<file path="config.mk">
export PLATFORM = sky130hd
export DESIGN_NAME = btb_ctrl
export DESIGN_NICKNAME = d
export VERILOG_FILES = /design/src/rtl/bp_pkg.sv /design/src/rtl/bp_perf_cnt.sv /design/src/rtl/btb_ctrl.sv
export SDC_FILE = /design/constraint.sdc
export NUM_CORES = 1
export LEC_CHECK = 0
export BUFFER_PORTS_ARGS = -buffer_cell sky130_fd_sc_hd__buf_2
export CELL_PAD_IN_SITES_DETAIL_PLACEMENT = 0
export CELL_PAD_IN_SITES_GLOBAL_PLACEMENT = 1
export CORE_UTILIZATION = 34
export CTS_CLUSTER_DIAMETER = 80
export DETAILED_ROUTE_END_ITERATION = 16
export PLACE_DENSITY_LB_ADDON = 0.3
export SYNTH_ARGS = -nofsm -noshare
export SYNTH_HDL_FRONTEND = slang
export SYNTH_SLANG_ARGS = --single-unit
</file>
<file path="constraint.sdc">
create_clock -name clk -period 2.7 [get_ports clk]
set_input_delay 0.54 -clock clk [delete_from_list [all_inputs] [get_ports clk]]
set_output_delay 0.54 -clock clk [all_outputs]
set_load 0.1 [all_outputs]
</file>
<file path="src/rtl/bp_pkg.sv">
// Shared types and sizing for branch-prediction control and the BTB write port.
package bp_pkg;

  localparam int unsigned BP_BITS = 5;
  localparam int unsigned ENTRIES = 1 << BP_BITS;
  localparam int unsigned XLEN    = 32;

  typedef enum logic {
    INIT = 1'b0,
    RUN  = 1'b1
  } bp_state_e;

  // Legacy-compatible state encodings used by the FSM registers.
  localparam logic [0:0] ST_INIT = 1'(INIT);
  localparam logic [0:0] ST_RUN  = 1'(RUN);

  // Prediction metadata carried alongside an instruction from IF to EX.
  typedef struct packed {
    logic            v;
    logic            pred_taken;
    logic [XLEN-1:0] pred_target;
  } bp_meta_t;

  // One BTB write request.
  typedef struct packed {
    logic               we;
    logic [BP_BITS-1:0] idx;
    logic [XLEN-1:0]    tag;
    logic [XLEN-1:0]    target;
    logic               state;
  } btb_wr_t;

endpackage

</file>
<file path="src/rtl/bp_perf_cnt.sv">
// 32-bit saturating event counter with synchronous clear.
module bp_perf_cnt (
  input  logic        clk,
  input  logic        clear,
  input  logic        inc,
  output logic [31:0] cnt
);

  // Count events, sticking at all-ones instead of wrapping.
  always_ff @(posedge clk) begin
    if (clear) begin
      cnt <= '0;
    end else if (inc && (cnt != '1)) begin
      cnt <= cnt + 32'd1;
    end
  end

endmodule

</file>
<file path="src/rtl/btb_ctrl.sv">
// Carries BTB predictions to EX, resolves them, redirects fetch on a miss and
// owns the BTB write port including the post-reset clear sweep.
module btb_ctrl
  import bp_pkg::*;
(
  input  logic               clk,
  input  logic               reset,
  input  logic               if_valid,
  input  logic               if_pred_taken,
  input  logic [31:0]        if_pred_target,
  input  logic               id_stall,
  input  logic               ex_stall,
  input  logic               ex_valid,
  input  logic               ex_is_branch,
  input  logic               ex_br_taken,
  input  logic [31:0]        ex_pc,
  input  logic [31:0]        ex_br_target,
  output logic               redirect_valid,
  output logic [31:0]        redirect_pc,
  output logic               busy,
  output logic               btb_we,
  output logic [BP_BITS-1:0] btb_idx,
  output logic [31:0]        btb_tag,
  output logic [31:0]        btb_target,
  output logic               btb_state,
  output logic [31:0]        br_cnt,
  output logic [31:0]        miss_cnt
);

  localparam logic [BP_BITS-1:0] LAST_IDX = BP_BITS'(ENTRIES - 1);

  logic [0:0]         state_q, state_d;
  logic [BP_BITS-1:0] sweep_q, sweep_d;
  logic               busy_q, busy_d;
  bp_meta_t           id_meta_q, id_meta_d;
  bp_meta_t           ex_meta_q, ex_meta_d;
  btb_wr_t            wr_q, wr_d;

  logic               resolve;
  logic               br_res;
  logic               alias_hit;
  logic               mispredict;
  logic [31:0]        pc_plus4;
  logic [31:0]        actual_npc;

  // State, sweep, metadata pipeline and registered BTB write port.
  always_ff @(posedge clk) begin
    if (reset) begin
      state_q   <= ST_INIT;
      sweep_q   <= '0;
      busy_q    <= 1'b1;
      id_meta_q <= '0;
      ex_meta_q <= '0;
      wr_q      <= '{we: 1'b1, idx: '0, tag: '0, target: '0, state: 1'b0};
    end else begin
      state_q   <= state_d;
      sweep_q   <= sweep_d;
      busy_q    <= busy_d;
      id_meta_q <= id_meta_d;
      ex_meta_q <= ex_meta_d;
      wr_q      <= wr_d;
    end
  end

  // Resolution, redirect, metadata advance and next FSM/write state.
  always_comb begin
    state_d    = state_q;
    sweep_d    = sweep_q;
    busy_d     = busy_q;
    id_meta_d  = id_meta_q;
    ex_meta_d  = ex_meta_q;
    wr_d       = '0;
    mispredict = 1'b0;
    actual_npc = '0;
    pc_plus4   = ex_pc + 32'd4;

    resolve   = (state_q == ST_RUN) && ex_valid && ex_meta_q.v && !ex_stall;
    br_res    = resolve && ex_is_branch;
    alias_hit = resolve && !ex_is_branch && ex_meta_q.pred_taken;

    if (br_res) begin
      mispredict = (ex_meta_q.pred_taken != ex_br_taken) ||
                   (ex_br_taken && (ex_meta_q.pred_target != ex_br_target));
      actual_npc = ex_br_taken ? ex_br_target : pc_plus4;
    end else if (alias_hit) begin
      mispredict = 1'b1;
      actual_npc = pc_plus4;
    end

    // A redirect squashes both stages; otherwise EX stall beats ID stall.
    if (mispredict) begin
      id_meta_d = '0;
      ex_meta_d = '0;
    end else if (ex_stall) begin
      id_meta_d = id_meta_q;
      ex_meta_d = ex_meta_q;
    end else if (id_stall) begin
      ex_meta_d = '0;
    end else begin
      id_meta_d = '{v: if_valid, pred_taken: if_pred_taken, pred_target: if_pred_target};
      ex_meta_d = id_meta_q;
    end

    case (state_q)
      ST_INIT: begin
        if (sweep_q == LAST_IDX) begin
          state_d = ST_RUN;
          busy_d  = 1'b0;
        end else begin
          sweep_d = sweep_q + BP_BITS'(1);
          busy_d  = 1'b1;
          wr_d    = '{we: 1'b1, idx: sweep_q + BP_BITS'(1), tag: '0, target: '0, state: 1'b0};
        end
      end
      ST_RUN: begin
        busy_d = 1'b0;
        if (br_res) begin
          wr_d = '{we: 1'b1, idx: ex_pc[BP_BITS+1:2], tag: ex_pc,
                   target: ex_br_target, state: ex_br_taken};
        end else if (alias_hit) begin
          wr_d = '{we: 1'b1, idx: ex_pc[BP_BITS+1:2], tag: '0, target: '0, state: 1'b0};
        end
      end
      default: begin
        state_d = ST_INIT;
        sweep_d = '0;
        busy_d  = 1'b1;
      end
    endcase
  end

  assign redirect_valid = mispredict;
  assign redirect_pc    = mispredict ? actual_npc : '0;
  assign busy           = busy_q;
  assign btb_we         = wr_q.we;
  assign btb_idx        = wr_q.idx;
  assign btb_tag        = wr_q.tag;
  assign btb_target     = wr_q.target;
  assign btb_state      = wr_q.state;

  bp_perf_cnt u_br_cnt (
    .clk   (clk),
    .clear (reset),
    .inc   (br_res),
    .cnt   (br_cnt)
  );

  bp_perf_cnt u_miss_cnt (
    .clk   (clk),
    .clear (reset),
    .inc   (mispredict),
    .cnt   (miss_cnt)
  );

endmodule

</file>
==> impl_metrics.json, run 1 <==
{
  "whs_ns": 0.2485,
  "synth_simple_gate_area_share": 0.2682,
  "finClkSkew_ns": 0.008692,
  "clk_path_buf_depth": 3,
  "dr_total_vias": 8421,
  "drt_pass1_iterations": 4,
  "io_pins": 274,
  "finalHoldViolations": 0,
  "status": "finished with violations",
  "clk_transition_reported_paths_ns": 0.06,
  "timing.setup.critical_path_class": "in -> out",
  "grt_pass1_wl_um": 45150,
  "irDropWorstVdd_v": 0.0004629,
  "num-nets-final": 1488,
  "report.final.setup_viol": 33,
  "ff2ff_path_depth": 13,
  "met2_wirelength_from_detailed_routing_um": 14160,
  "yosysWarnings": 0,
  "die_width_um": 164.0,
  "synth_cell_type_count": 49,
  "cp.depth": 10,
  "most_frequent_standard_cell_in_the_layout_excluding_fill_and_tap_cells": "buf_2",
  "drt.antenna.violating_nets": 0,
  "clock_tree.root_cell": "clkbuf_16",
  "failed_checks": "negative setup slack",
  "floorplan.die_area_um2": 26900,
  "placement.io_buffers": 273,
  "timing.rr.start": "ex_meta_q[24]",
  "clk_latency_ns": 0.51,
  "wirelength_um": 30040,
  "cts_inserted_buffers": 24,
  "number_of_antenna_violations_at_the_first_check_in_global_routing": 3,
  "fmaxAchievable_mhz": 316.7,
  "critical_path_peak_fanout": 5,
  "total_standard_cell_area_after_synthesis_um2": 8924,
  "netlist.area_leader.share": 0.4711,
  "startpoint_class": "input port",
  "crit_path_frequent_cell": "nand4_1",
  "fraction_of_the_mapped_netlist_area_in_compound_gates": 0.1223,
  "syn_inst": 1034,
  "detailroute.wirelength.met3_um": 1302,
  "avgSynthCellArea_um2": 8.630,
  "worstPathCellList": "buf_8 > ha_4 > nand4_1 > or4_4 > or2_4 > inv_4 > nand4_1 > xor2_1 > a211oi_4 > buf_12",
  "areal_power_density_over_the_cells_nw_per_um2": 509.2,
  "gr-total-overflow": 0,
  "grt_pass1_vias": 7952,
  "core_region_area_um2": 25470,
  "critical_path.max_stage_delay_ns": 0.56,
  "synth_enable_flop_cells": 0,
  "multiplexer_fraction_of_the_synthesized_cell_area": 0.004767,
  "met1_length_um": 13960,
  "finalNonFillerCells": 1728,
  "synth_seq_cells": 210,
  "main_combinational_cell_family_by_area_after_synthesis": "simple AND/OR/NAND/NOR gates",
  "power.static_leakage_nw": 5.393,
  "critPathTopFamily": "simple AND/OR/NAND/NOR gates",
  "grtUsageTotal": 0.2179,
  "routedWlPerCell_um": 17.38,
  "fp-row-count": 58,
  "crit_required_ns": 2.16,
  "setup_repair_after_global_routing_missed_its_margin": "yes",
  "timing.critical_path.arrival_ns": 2.62,
  "critPathCapture": "redirect_pc[30]",
  "xor_xnor_share_of_the_synthesized_area": 0.09324,
  "cap_viol_max_count": 0,
  "reg2reg_to": "id_meta_q[33]",
  "highest-signal-layer": "met4",
  "r2r_slack_ns": 0.12,
  "floorplan.die.height_um": 164.0,
  "routabilityCongestion": 0.8788,
  "synth_top_cell_by_area": "dfxtp_1",
  "critical-path-slowest-cell": "or4_4",
  "route.detailed.drc": 0,
  "min_period_over_period": 1.169,
  "area_growth_pct": 49.76,
  "hold_path_class": "in -> reg",
  "cp-end-kind": "output pin",
  "synth_top_flop_cell": "dfxtp_1",
  "initial_utilization": 0.3503,
  "synth.top_cells.by_area": "dfxtp_1 (47%), xnor2_1 (6.4%), nor2_1 (5.6%)",
  "synth_fa_ha_area_frac": 0.007011,
  "viasPerCell": 4.873,
  "worstPathBufferInverterCount": 3,
  "hold_depth": 2,
  "post-route-worst-setup-slack_ns": -0.4575,
  "yosysSeqAreaShare": 0.4711,
  "cts_tree": "yes",
  "synth-async-reset-ratio": 0,
  "final_layout_size_suffix_gt1_frac": 0.3771,
  "layout_common_cells": "buf_2 (238), dfxtp_1 (165), nor2_1 (127)",
  "place.detailed.hpwl_um": 22450,
  "grt_max_degree": 69,
  "post-route-min-period_ns": 3.157,
  "count_of_h_tree_levels_built_during_cts": 1,
  "number_of_filler_instances_in_the_final_layout": 2358,
  "crit_path_start": "ex_pc[2]",
  "worstMarginPinSlew_ns": 0.8068,
  "mappedNetlistNets": 1144,
  "slew_violations": 0,
  "dp.cells": 1667,
  "timing.slew.headroom": 0.4576,
  "tritoncts_num_sinks": 210,
  "drt_iter0_markers": 558
}
-- worst min path at each step --
stage	from	to	slack (ns)
finish	ex_pc[0]	btb_tag[0]	0.25
global placement	id_meta_q[14]	id_meta_q[14]	0.44
detailed placement	id_meta_q[2]	id_meta_q[2]	0.45
global route	ex_pc[0]	btb_tag[0]	0.25
CTS	ex_pc[0]	btb_tag[0]	0.23
floorplan	id_meta_q[0]	id_meta_q[0]	0.44
-- kinds of logic (layout without fill, tap and decap cells) --
kind of cell,Yosys count,in the layout
XOR/XNOR,95,95
AO/OA/AOI/OAI,174,174
adder cells (fa/ha/maj),5,5
buffers and inverters,71,432
multiplexers,4,4
other,0,3
flip-flops,210,210
AND/OR/NAND/NOR,475,475
-- routing by layer --
layer	global-route usage	vias to the layer above
met4	0.06608	0
met1	0.3015	3947
met3	0.02753	35
met2	0.3523	212
met5	0	-
li1	-	4227
-- cell usage after synthesis, drive strengths merged (11+ instances only) --
cell    count
a21oi      70
xnor2      65
nand4      30
nand3      38
o21ai      24
nor3       20
nor2      132
clkbuf     42
inv        19
and2       66
nand2     106
xor2       30
a211oi     28
and3       14
or4        11
a22oi      39
dfxtp     210
or3        25
-- sequential cells by signal, summed over array words and instances, names as in the netlist --
| register | flops |
|---|---|
| ex_meta_q | 34 |
| state_q | 1 |
| btb_tag | 32 |
| btb_we | 1 |
| id_meta_q | 34 |
| u_br_cnt.cnt | 32 |
| btb_state | 1 |
| u_miss_cnt.cnt | 32 |
| sweep_q | 5 |
| busy | 1 |
| btb_target | 32 |
| btb_idx | 5 |
-- metrics by stage --
| stage | utilization | power, mW | setup TNS, ns | area (um2) | setup WS (ns) |
|---|---|---|---|---|---|
| 4_1_cts | 0.5210 | 6.873 | -11.98 | 13270 | -0.4805 |
| 2_1_floorplan | - | 3.433 | -8.741 | 9582 | -0.6338 |
| 6_report | 0.5247 | 6.805 | -9.261 | 13360 | -0.4575 |
| 5_1_grt | 0.5247 | 7.054 | -14.62 | 13360 | -0.5275 |
| 3_5_place_dp | 0.4789 | 3.675 | -8.382 | 12200 | -0.5289 |
| 3_3_place_gp | 0.4789 | 3.673 | -7.292 | 12200 | -0.4875 |
-- area by class of cell --
type,count,area [um2],share of cell area
Inverter,19,77.57,0.005805
Clock inverter,9,72.57,0.005430
Timing Repair Buffer,370,2867,0.2145
Sequential cell,210,4265,0.3192
Antenna cell,3,7.507,0.0005617
Multi-Input combinational cell,753,4962,0.3713
Tap cell,330,412.9,0.03090
Clock buffer,34,699.4,0.05234
-- repair_timing --
| action | CTS | global route |
|---|---|---|
| setup buffers | 9 | 4 |
| pin swaps | 19 | 13 |
| setup endpoints to repair | 33 | 40 |
| gates cloned | 2 | 3 |
| resized for setup | 40 | 18 |
| hold endpoints to repair | 0 | 0 |
| hold buffers | 0 | 0 |
-- power by group --
part | switching (mW) | internal, mW | leakage (nW)
sequential | 0.0226 | 3.13 | 1.72
clock | 1.28 | 1.89 | 0.384
combinational | 0.277 | 0.192 | 3.29
total | 1.58 | 5.22 | 5.39
(Power assumes the default switching activity.)
==> run 2: changes to the inputs <==
--- a/config.mk
+++ b/config.mk
@@ -5,6 +5,7 @@
 export SDC_FILE = /design/constraint.sdc
 export NUM_CORES = 1
 export LEC_CHECK = 0
+export ABC_CLOCK_PERIOD_IN_PS = 2900
 export BUFFER_PORTS_ARGS = -buffer_cell sky130_fd_sc_hd__buf_2
 export CELL_PAD_IN_SITES_DETAIL_PLACEMENT = 0
 export CELL_PAD_IN_SITES_GLOBAL_PLACEMENT = 1
==> constraint.sdc (replaced) <==
create_clock -name clk -period 2.9 [get_ports clk]
set_input_delay 0.58 -clock clk [delete_from_list [all_inputs] [get_ports clk]]
set_output_delay 0.58 -clock clk [all_outputs]
set_load 0.1 [all_outputs]
==> impl_metrics.json, run 2 (same netlist as run 1, synthesis figures left out) <==
{
  "critical-path-slowest-cell": "or4_4",
  "drt.antenna.violating_nets": 0,
  "crit_path_frequent_cell": "nand4_1",
  "route.detailed.drc": 0,
  "setup_repair_after_global_routing_missed_its_margin": "yes",
  "routabilityCongestion": 0.8517,
  "dr_total_vias": 8390,
  "cts_inserted_buffers": 25,
  "place.detailed.hpwl_um": 22160,
  "core_region_area_um2": 25470,
  "dp.cells": 1660,
  "floorplan.die_area_um2": 26900,
  "layout_common_cells": "buf_2 (238), dfxtp_1 (191), nor2_1 (126)",
  "number_of_filler_instances_in_the_final_layout": 2361,
  "crit_path_start": "ex_pc[2]",
  "tritoncts_num_sinks": 210,
  "placement.io_buffers": 273,
  "largest_registers": "ex_meta_q x34, id_meta_q x34",
  "total_design_power_mw": 6.955,
  "grt_pass1_wl_um": 45620,
  "finalHoldViolations": 0,
  "finClkSkew_ns": 0.01078,
  "num-nets-final": 1485,
  "grtUsageTotal": 0.2202,
  "initial_utilization": 0.3503,
  "fp-row-count": 58,
  "post-route-worst-setup-slack_ns": -0.3212,
  "floorplan.die.height_um": 164.0,
  "clock_tree.root_cell": "clkbuf_16",
  "wirelength_um": 29760,
  "count_of_h_tree_levels_built_during_cts": 1,
  "min_period_over_period": 1.111,
  "failed_checks": "negative setup slack",
  "viasPerCell": 4.858,
  "final_instance_area_um2": 13480,
  "cp-end-kind": "output pin",
  "critical_path.max_stage_delay_ns": 0.55,
  "hold_path_class": "in -> reg",
  "status": "finished with violations",
  "irDropWorstVdd_v": 0.0004563,
  "timing.critical_path.arrival_ns": 2.64,
  "worstMarginPinSlew_ns": 0.7661,
  "io_pins": 274,
  "grt_max_degree": 69,
  "clk_transition_reported_paths_ns": 0.06,
  "timing.rr.start": "u_miss_cnt.cnt[1]",
  "hold_path_startpoint": "ex_pc[1]",
  "critical_path_peak_fanout": 5,
  "routedWlPerCell_um": 17.23,
  "number_of_antenna_violations_at_the_first_check_in_global_routing": 3,
  "worstPathCellList": "buf_8 > ha_4 > nand4_1 > or4_4 > or2_4 > inv_6 > nand4_1 > xor2_1 > a211oi_4 > buf_12",
  "drt_iter0_markers": 420,
  "cts_hold_buffers": 0,
  "timing.slew.headroom": 0.4849,
  "fmaxAchievable_mhz": 310.4,
  "grt_pass1_vias": 8143,
  "timing.setup.critical_path_class": "in -> out",
  "post-route-min-period_ns": 3.221,
  "clk_path_buf_depth": 3,
  "clk_latency_ns": 0.53,
  "cts_tree": "yes",
  "final_layout_size_suffix_gt1_frac": 0.3623,
  "fin_tns_setup_ns": -3.521,
  "die_width_um": 164.0,
  "area_growth_pct": 51.07,
  "report.final.setup_viol": 33,
  "cap_viol_max_count": 0,
  "slew_violations": 0,
  "finalNonFillerCells": 1727,
  "gr-total-overflow": 0,
  "drt_pass1_iterations": 4,
  "crit_required_ns": 2.32,
  "most_frequent_standard_cell_in_the_layout_excluding_fill_and_tap_cells": "buf_2",
  "dpl-instance-area_um2": 11930,
  "areal_power_density_over_the_cells_nw_per_um2": 515.9,
  "startpoint_class": "input port",
  "power.static_leakage_nw": 5.430
}
[run 2: cell types whose count changed in the layout (fill, tap and decap cells not counted), sizes merged]
cell and delta:
clkinv -2, clkbuf -6, bufinv +6, buf -2, inv +1, clkinvlp +2
[run 2: final timing paths]
| path | endpoint | slack, ns | cells after the start |
|---|---|---|---|
| worst max-delay path | redirect_pc[30] | -0.32 | 10 |
| worst min-delay path | btb_tag[1] | 0.28 | 2 |
| worst max register to register | u_miss_cnt.cnt[17] | 0.42 | 9 |
| worst min register to register | id_meta_q[7] | 0.45 | 2 |
[run 2: through the flow]
step	util	setup WS (ns)	hold WS (ns)
detailed placement	0.4684	-0.4042	0.4488
global route	0.5292	-0.3793	0.2678
floorplan	-	-0.5138	0.4364
global placement	0.4684	-0.3634	0.4452
finish	0.5292	-0.3212	0.2787
CTS	0.5279	-0.3542	0.2534
[run 2: worst max-delay path: cells and delay by family]
kind            cells  cell delay, ns
compound gates      1            0.26
xor+xnor            1            0.21
fa+ha+maj           1            0.12
buf+inv             3            0.37
simple gates        4            1.09
[run 2: area by class of cell]
class | instances | area [um2] | share of cell area
Antenna cell | 3 | 7.507 | 0.0005569
Clock buffer | 30 | 684.4 | 0.05077
Clock inverter | 16 | 277.8 | 0.02061
Inverter | 19 | 80.08 | 0.005940
Multi-Input combinational cell | 753 | 4999 | 0.3708
Sequential cell | 210 | 4228 | 0.3136
Tap cell | 330 | 412.9 | 0.03063
Timing Repair Buffer | 366 | 2791 | 0.2071
[run 2: what timing repair did]
item	CTS	global route
setup endpoints to repair	33	33
pin swaps	21	10
buffers inserted	15	5
gates resized for setup	89	15
cloned	2	0
hold endpoints to repair	0	0
[run 2: layer usage]
metal / global-route usage / share of wire / routed length [um]
met5: 0 / 0 / 0
met4: 0.07113 / 0.023 / 690
met3: 0.03232 / 0.042 / 1260
met2: 0.3609 / 0.47 / 13950
met1: 0.2962 / 0.47 / 13860
[run 2: where the power goes]
part	internal, mW	switching [mW]
clock network	2.31	1.29
logic	0.162	0.253
registers	2.92	0.0209
total	5.39	1.56
